### src/rtl/ifu_fetch.sv
`default_nettype none
// ============================================================================
//  Module      : ifu_fetch
//  Description : Instruction fetch unit. Issues one instruction-memory read
//                per instruction, holds the returned word for decode, waits
//                for write-back, then advances or redirects the PC. A
//                misaligned redirect target parks the unit in a sticky error
//                state until reset.
//  Revision    : 1.0 - initial release
// ============================================================================
module ifu_fetch #(
  parameter logic [31:0] RESET_PC = 32'h8000_0000
) (
  input  logic        clk,
  input  logic        rst,
  // instruction memory
  output logic        imem_req,
  output logic [31:0] imem_addr,
  input  logic        imem_rvalid,
  input  logic [31:0] imem_rdata,
  // decode stage
  output logic [31:0] inst,
  output logic [31:0] pc,
  output logic        ifu_valid,
  input  logic        idu_ready,
  // write-back / next-PC
  input  logic        wb_done,
  input  logic        npc_sel,
  input  logic [31:0] npc,
  output logic        fetch_err
);

  localparam logic [2:0] S_IDLE  = 3'd0;
  localparam logic [2:0] S_FETCH = 3'd1;
  localparam logic [2:0] S_VALID = 3'd2;
  localparam logic [2:0] S_EXEC  = 3'd3;
  localparam logic [2:0] S_ERR   = 3'd4;

  logic [2:0]  state_q, state_d;
  logic [31:0] pc_q, pc_d;
  logic [31:0] inst_q, inst_d;
  logic        fetch_err_q, fetch_err_d;

  // A redirect to a non word-aligned target cannot be fetched.
  logic w_misaligned;
  assign w_misaligned = npc_sel && (npc[1:0] != 2'b00);

  // State and datapath registers; reset takes effect without waiting for clk.
  always_ff @(posedge clk or posedge rst) begin
    if (rst) begin
      state_q     <= S_IDLE;
      pc_q        <= RESET_PC;
      inst_q      <= 32'h0;
      fetch_err_q <= 1'b0;
    end else begin
      state_q     <= state_d;
      pc_q        <= pc_d;
      inst_q      <= inst_d;
      fetch_err_q <= fetch_err_d;
    end
  end

  // Next-state logic: one fetch, one handshake, one write-back per instruction.
  always_comb begin
    state_d = state_q;
    case (state_q)
      S_IDLE:  state_d = S_FETCH;
      S_FETCH: if (imem_rvalid) state_d = S_VALID;
      S_VALID: if (idu_ready) state_d = S_EXEC;
      S_EXEC:  if (wb_done) state_d = w_misaligned ? S_ERR : S_FETCH;
      S_ERR:   state_d = S_ERR;
      default: state_d = S_IDLE;
    endcase
  end

  // Datapath updates: response only captured in FETCH, PC only moved in EXEC.
  always_comb begin
    pc_d        = pc_q;
    inst_d      = inst_q;
    fetch_err_d = fetch_err_q;
    if ((state_q == S_FETCH) && imem_rvalid) begin
      inst_d = imem_rdata;
    end
    if ((state_q == S_EXEC) && wb_done) begin
      if (w_misaligned) begin
        fetch_err_d = 1'b1;
      end else begin
        pc_d = npc_sel ? npc : (pc_q + 32'd4);
      end
    end
  end

  // Moore outputs decoded from the current state only.
  always_comb begin
    imem_req  = (state_q == S_FETCH);
    ifu_valid = (state_q == S_VALID);
    imem_addr = pc_q;
    pc        = pc_q;
    inst      = inst_q;
    fetch_err = fetch_err_q;
  end

endmodule
`default_nettype wire

### config.mk
export PLATFORM = sky130hd
export DESIGN_NAME = ifu_fetch
export DESIGN_NICKNAME = d
export VERILOG_FILES = /design/src/rtl/ifu_fetch.sv
export SDC_FILE = /design/constraint.sdc
export NUM_CORES = 1
export LEC_CHECK = 0
export BUFFER_PORTS_ARGS = -buffer_cell sky130_fd_sc_hd__buf_4
export CAP_MARGIN = 20
export CORE_MARGIN = 2
export CORE_UTILIZATION = 52
export DETAILED_ROUTE_END_ITERATION = 7
export PLACE_DENSITY = 0.86
export SYNTH_ARGS = -nofsm -noshare
export SYNTH_HDL_FRONTEND = slang
export SYNTH_SLANG_ARGS = --single-unit
### constraint.sdc
create_clock -name clk -period 3.3 [get_ports clk]
set_input_delay 0.66 -clock clk [delete_from_list [all_inputs] [get_ports clk]]
set_output_delay 0.66 -clock clk [all_outputs]
set_load 0.1 [all_outputs]
## Word level (Yosys, flattened, before mapping)

Index checks and enable logic that the tools add are counted.

- Add/sub/neg operators: 1
- Equality and inequality tests: 7
- Multiplexer cells: 6
- Bitwise operators: 1
- Reduce and logical (&&, ||, !) cells: 8

Operator list:

| kind | number |
|---|---|
| 32-bit by 3-bit adder with 32-bit output, second input constant | 1 |
| 32-bit two-way mux | 1 |
| 3-bit case mux with 5 select lines | 1 |
| 3-bit two-way mux | 4 |
| 3-bit by 2-bit == test with 1-bit output, second input constant | 2 |
| 2-bit by 1-bit inequality test with 1-bit output, second input constant | 2 |
| 2-bit AND reduction | 2 |
| 3-bit by 1-bit == test with 1-bit output, second input constant | 1 |
| 3-bit == test, second input constant | 1 |
| 1-bit logical AND | 3 |
| 3-bit logical NOT | 1 |
| 3-bit AND reduction | 1 |
| 2-bit inequality test, second input constant | 1 |
| 2-bit nonzero test | 1 |
| 1-bit inverter | 1 |

- Register bits: 68
- Input bits: 70
- Output and inout bits: 99
- Logic and storage cells: 27

## Longest topological paths before layout

- Depth in word-level cells: 5
- Mapped depth: 7
- Gate-level depth less buffers: 5

## Worst setup path after synthesis

Ideal clock, no wire load.

- Path type: flip-flop to output port
- Start point: register state_q[0]
- End point: output ifu_valid
- Arrival time: 2.713 ns
- Data required time: 2.640 ns
- Path slack: -0.073 ns
- Stages on the path, launching flop included: 3
- Buffers on the path: 1
- Cells stage by stage: dfrtp_1 > buf_2 > nor3b_1

- Cells in the longest elaborated chain, start to end: 1

RTL lines:

| what | line | RTL |
|---|---|---|
| start, declared | 39 | `logic [2:0] state_q, state_d;` |
| start signal, assigned | 56 | `state_q <= state_d;` |
| 3-bit by 2-bit == test with 1-bit output | 96 | `ifu_valid = (state_q == S_VALID);` |
| end, declared | 24 | `output logic ifu_valid,` |

Every way passes these cells.

## Final worst setup path

- Start point: register state_q[1]
- End point: register pc_q[28] (netlist: imem_addr[28])

- Cells in the longest elaborated chain, start to end: 3

RTL lines:

| what | line | RTL |
|---|---|---|
| 3-bit by 2-bit == test with 1-bit output | 84 | `if ((state_q == S_EXEC) && wb_done) begin` |
| 1-bit logical AND | 84 |  |
| 2-bit AND reduction (no source line) | n/a |  |
| end signal, assigned | 57 | `pc_q <= pc_d;` |
| end, declared | 40 | `logic [31:0] pc_q, pc_d;` |

Every way passes these cells.
A chain may end at the register's enable or synchronous reset.

==> impl_metrics.ini <==
[clocking]
post_cts_buffers = 0
cts-root-buf = clkbuf_8
holdBufCountCts = 0
cts_buffers = 9
cts_tree = built
cts_buffer_depth = 2
cts-resized-gates = 0
cts.htree.levels = 3
clkLatencyLatePin_ns = 0.34
cts.sinks = 68
cts.clk_slew.worst_paths_ns = 0.08

[critical_path]
r2r_slack_ns = 0.95
critPathMaxFanout = 20
crit_family = simple AND/OR/NAND/NOR gates
path_cells = and4b_1 > nand3_1 > mux2i_1 > mux2i_1
cp.arrival_ns = 2.57
crit_type = reg -> reg
cp_common_cell = mux2i_1
r2r-end = imem_addr[28]
end_kind = register
startpoint_type = register
critPathBufInv = 0
cpMaxStageDelayCell = and4b_1
rr_worst_depth = 4
r2r_start = state_q[1]
critPathMaxStageDelay_ns = 0.77
required_ns = 3.53

[cells_and_area]
area_growth_pct = 32.8
nets = 604
layout_common_cells = buf_4 (175), dfrtp_1 (67), mux2_2 (32)
layout_commonest_cell = buf_4
regArea_mm2 = 0.00170
drive_above_1_share_pct = 46.3
fillers = 593
fin_cells = 640
antenna_cells = 0
multi_input_area_mm2 = 0.00193

[outcome]
status = finished clean

[yosys]
async_reset_ff_share_pct = 100
netlist.area_leader.share_pct = 41.6
ys_top_cells_by_area = dfrtp_1 (42%), mux2_2 (8.9%), buf_4 (6.2%)
ys_warn_count = 0
seq_area_frac_synth_pct = 42.3
synth_edf_count = 0
synthDistinctLibCells = 68
syn_inst = 401
yosys.area.top_type = dfrtp_1
synth.avg_cell_area_um2 = 10.0
synthFlopType = dfrtp_1
synth_seq_cells = 68
syn_area_mm2 = 0.00403
syn_nets = 472

[die]
rows = 32
start_util_pct = 52.9
pin_count = 169
fp.dieH_um = 92.0
fp.coreArea_mm2 = 0.00761
die_width_um = 92.0
die_area_mm2 = 0.00846

[timing]
post-route-min-period_ns = 2.35
timing.final.crit_share_pct = 71.2
tns_ns = 0
max_slew.worst_pin.slew_ns = 1.06
drv_slew = 0
setup_viol = 0
max_freq_mhz = 426
finalClockSkew_ns = 0.0126
relSlewSlack_pct = 29.6
fin_ws_ns = 0.951
rsz0062_at_grt = no
hold_violations = 0
fin_hold_ws_ns = 0.269

[route]
ant_nets = 0
drt_iter0_drc = 317
postRouteWirelength_um = 11500
post_drt_wl_per_cell_um = 18.0
vias = 3861
drc_errors = 0
dr.pass1.iters = 5
viasPerCell = 6.03

[place]
gp_congestion = 0.912
dp.cells = 624
place_ws_ns = 0.664
portBuffers = 168
dpl.hpwl_um = 8330

[min_path]
min_path_type = in -> async

[grt]
grt-ovfl-total = 0
grt_max_degree = 51
grt_pass1_wl_um = 18200
first_global_vias = 3643
grt_usage_pct = 26.8
antenna_found_initial = 0

[flow_run]
drv_cap = 0
## through the flow
| stage | utilization (%) | instance area (um^2) |
|---|---|---|
| after floorplan | - | 4030 |
| after global placement | 67.5 | 5130 |
| after detailed placement | 67.5 | 5130 |
| after CTS | 70.3 | 5350 |
| after global routing | 70.3 | 5350 |
| final | 70.3 | 5350 |
## per-layer routing
layer	routed length [um]	vias up	GRT usage, %
met3	1130	17	5.01
met2	5560	283	44.7
met1	4690	1812	36.0
li1	-	1749	-
met5	0	-	0
met4	150	0	7.71
## area by class of cell
type                    count  area share, %
clock buffers              10           2.39
clock inverters             6           1.64
repair buffers            175           24.6
flip-flops and latches     68           31.9
multi-input cells         265           36.2
inverters                  14          0.983
well taps                 102           2.39
## cells in the mapped netlist, types with 3 or more instances
master / count
inv_1: 13
and3_1: 8
nor4_2: 3
a311oi_1: 3
buf_2: 12
a211oi_1: 7
o31a_1: 3
and2_1: 8
o21ai_0: 10
or4_1: 4
a31oi_1: 3
o22ai_1: 10
and4_1: 4
clkbuf_1: 7
or2_2: 3
nor3_1: 16
nand3_1: 15
a21oi_1: 17
buf_4: 33
dfrtp_1: 67
a21boi_0: 4
nand4_1: 18
a221oi_1: 3
mux2i_1: 3
mux2_2: 32
and4b_1: 3
nand2_1: 14
o211ai_1: 4
and3_2: 3
nand2b_1: 3
nor2_1: 21
a2bb2oi_1: 4
## state kept, by name (all words and copies together) (netlist names)
| signal | flops |
|---|---|
| inst | 32 |
| state_q | 3 |
| imem_addr | 32 |
| fetch_err | 1 |
## how the worst max path moves through the flow
stage          slack, ns  startpoint  depth (start not counted)            end
2_1_floorplan       0.44  state_q[1]                          6       inst[15]
3_3_place_gp        0.73     npc_sel                          5   imem_addr[8]
3_5_place_dp        0.66     npc_sel                          5   imem_addr[8]
4_1_cts             0.98  state_q[1]                          4  imem_addr[28]
5_1_grt             0.79  state_q[1]                          4  imem_addr[29]
6_report            0.95  state_q[1]                          4  imem_addr[28]
## cell families after synthesis
family                   share of synthesized area, %
adder cells (fa/ha/maj)                         0.311
flip-flops                                       42.3
AO/OA/AOI/OAI                                    15.9
multiplexers                                     9.98
buffers and inverters                            9.79
AND/OR/NAND/NOR                                  21.8
Power is left out: the tool's default activity adds up to more than one toggle a clock period on the data nets, which glitch-free logic cannot reach.
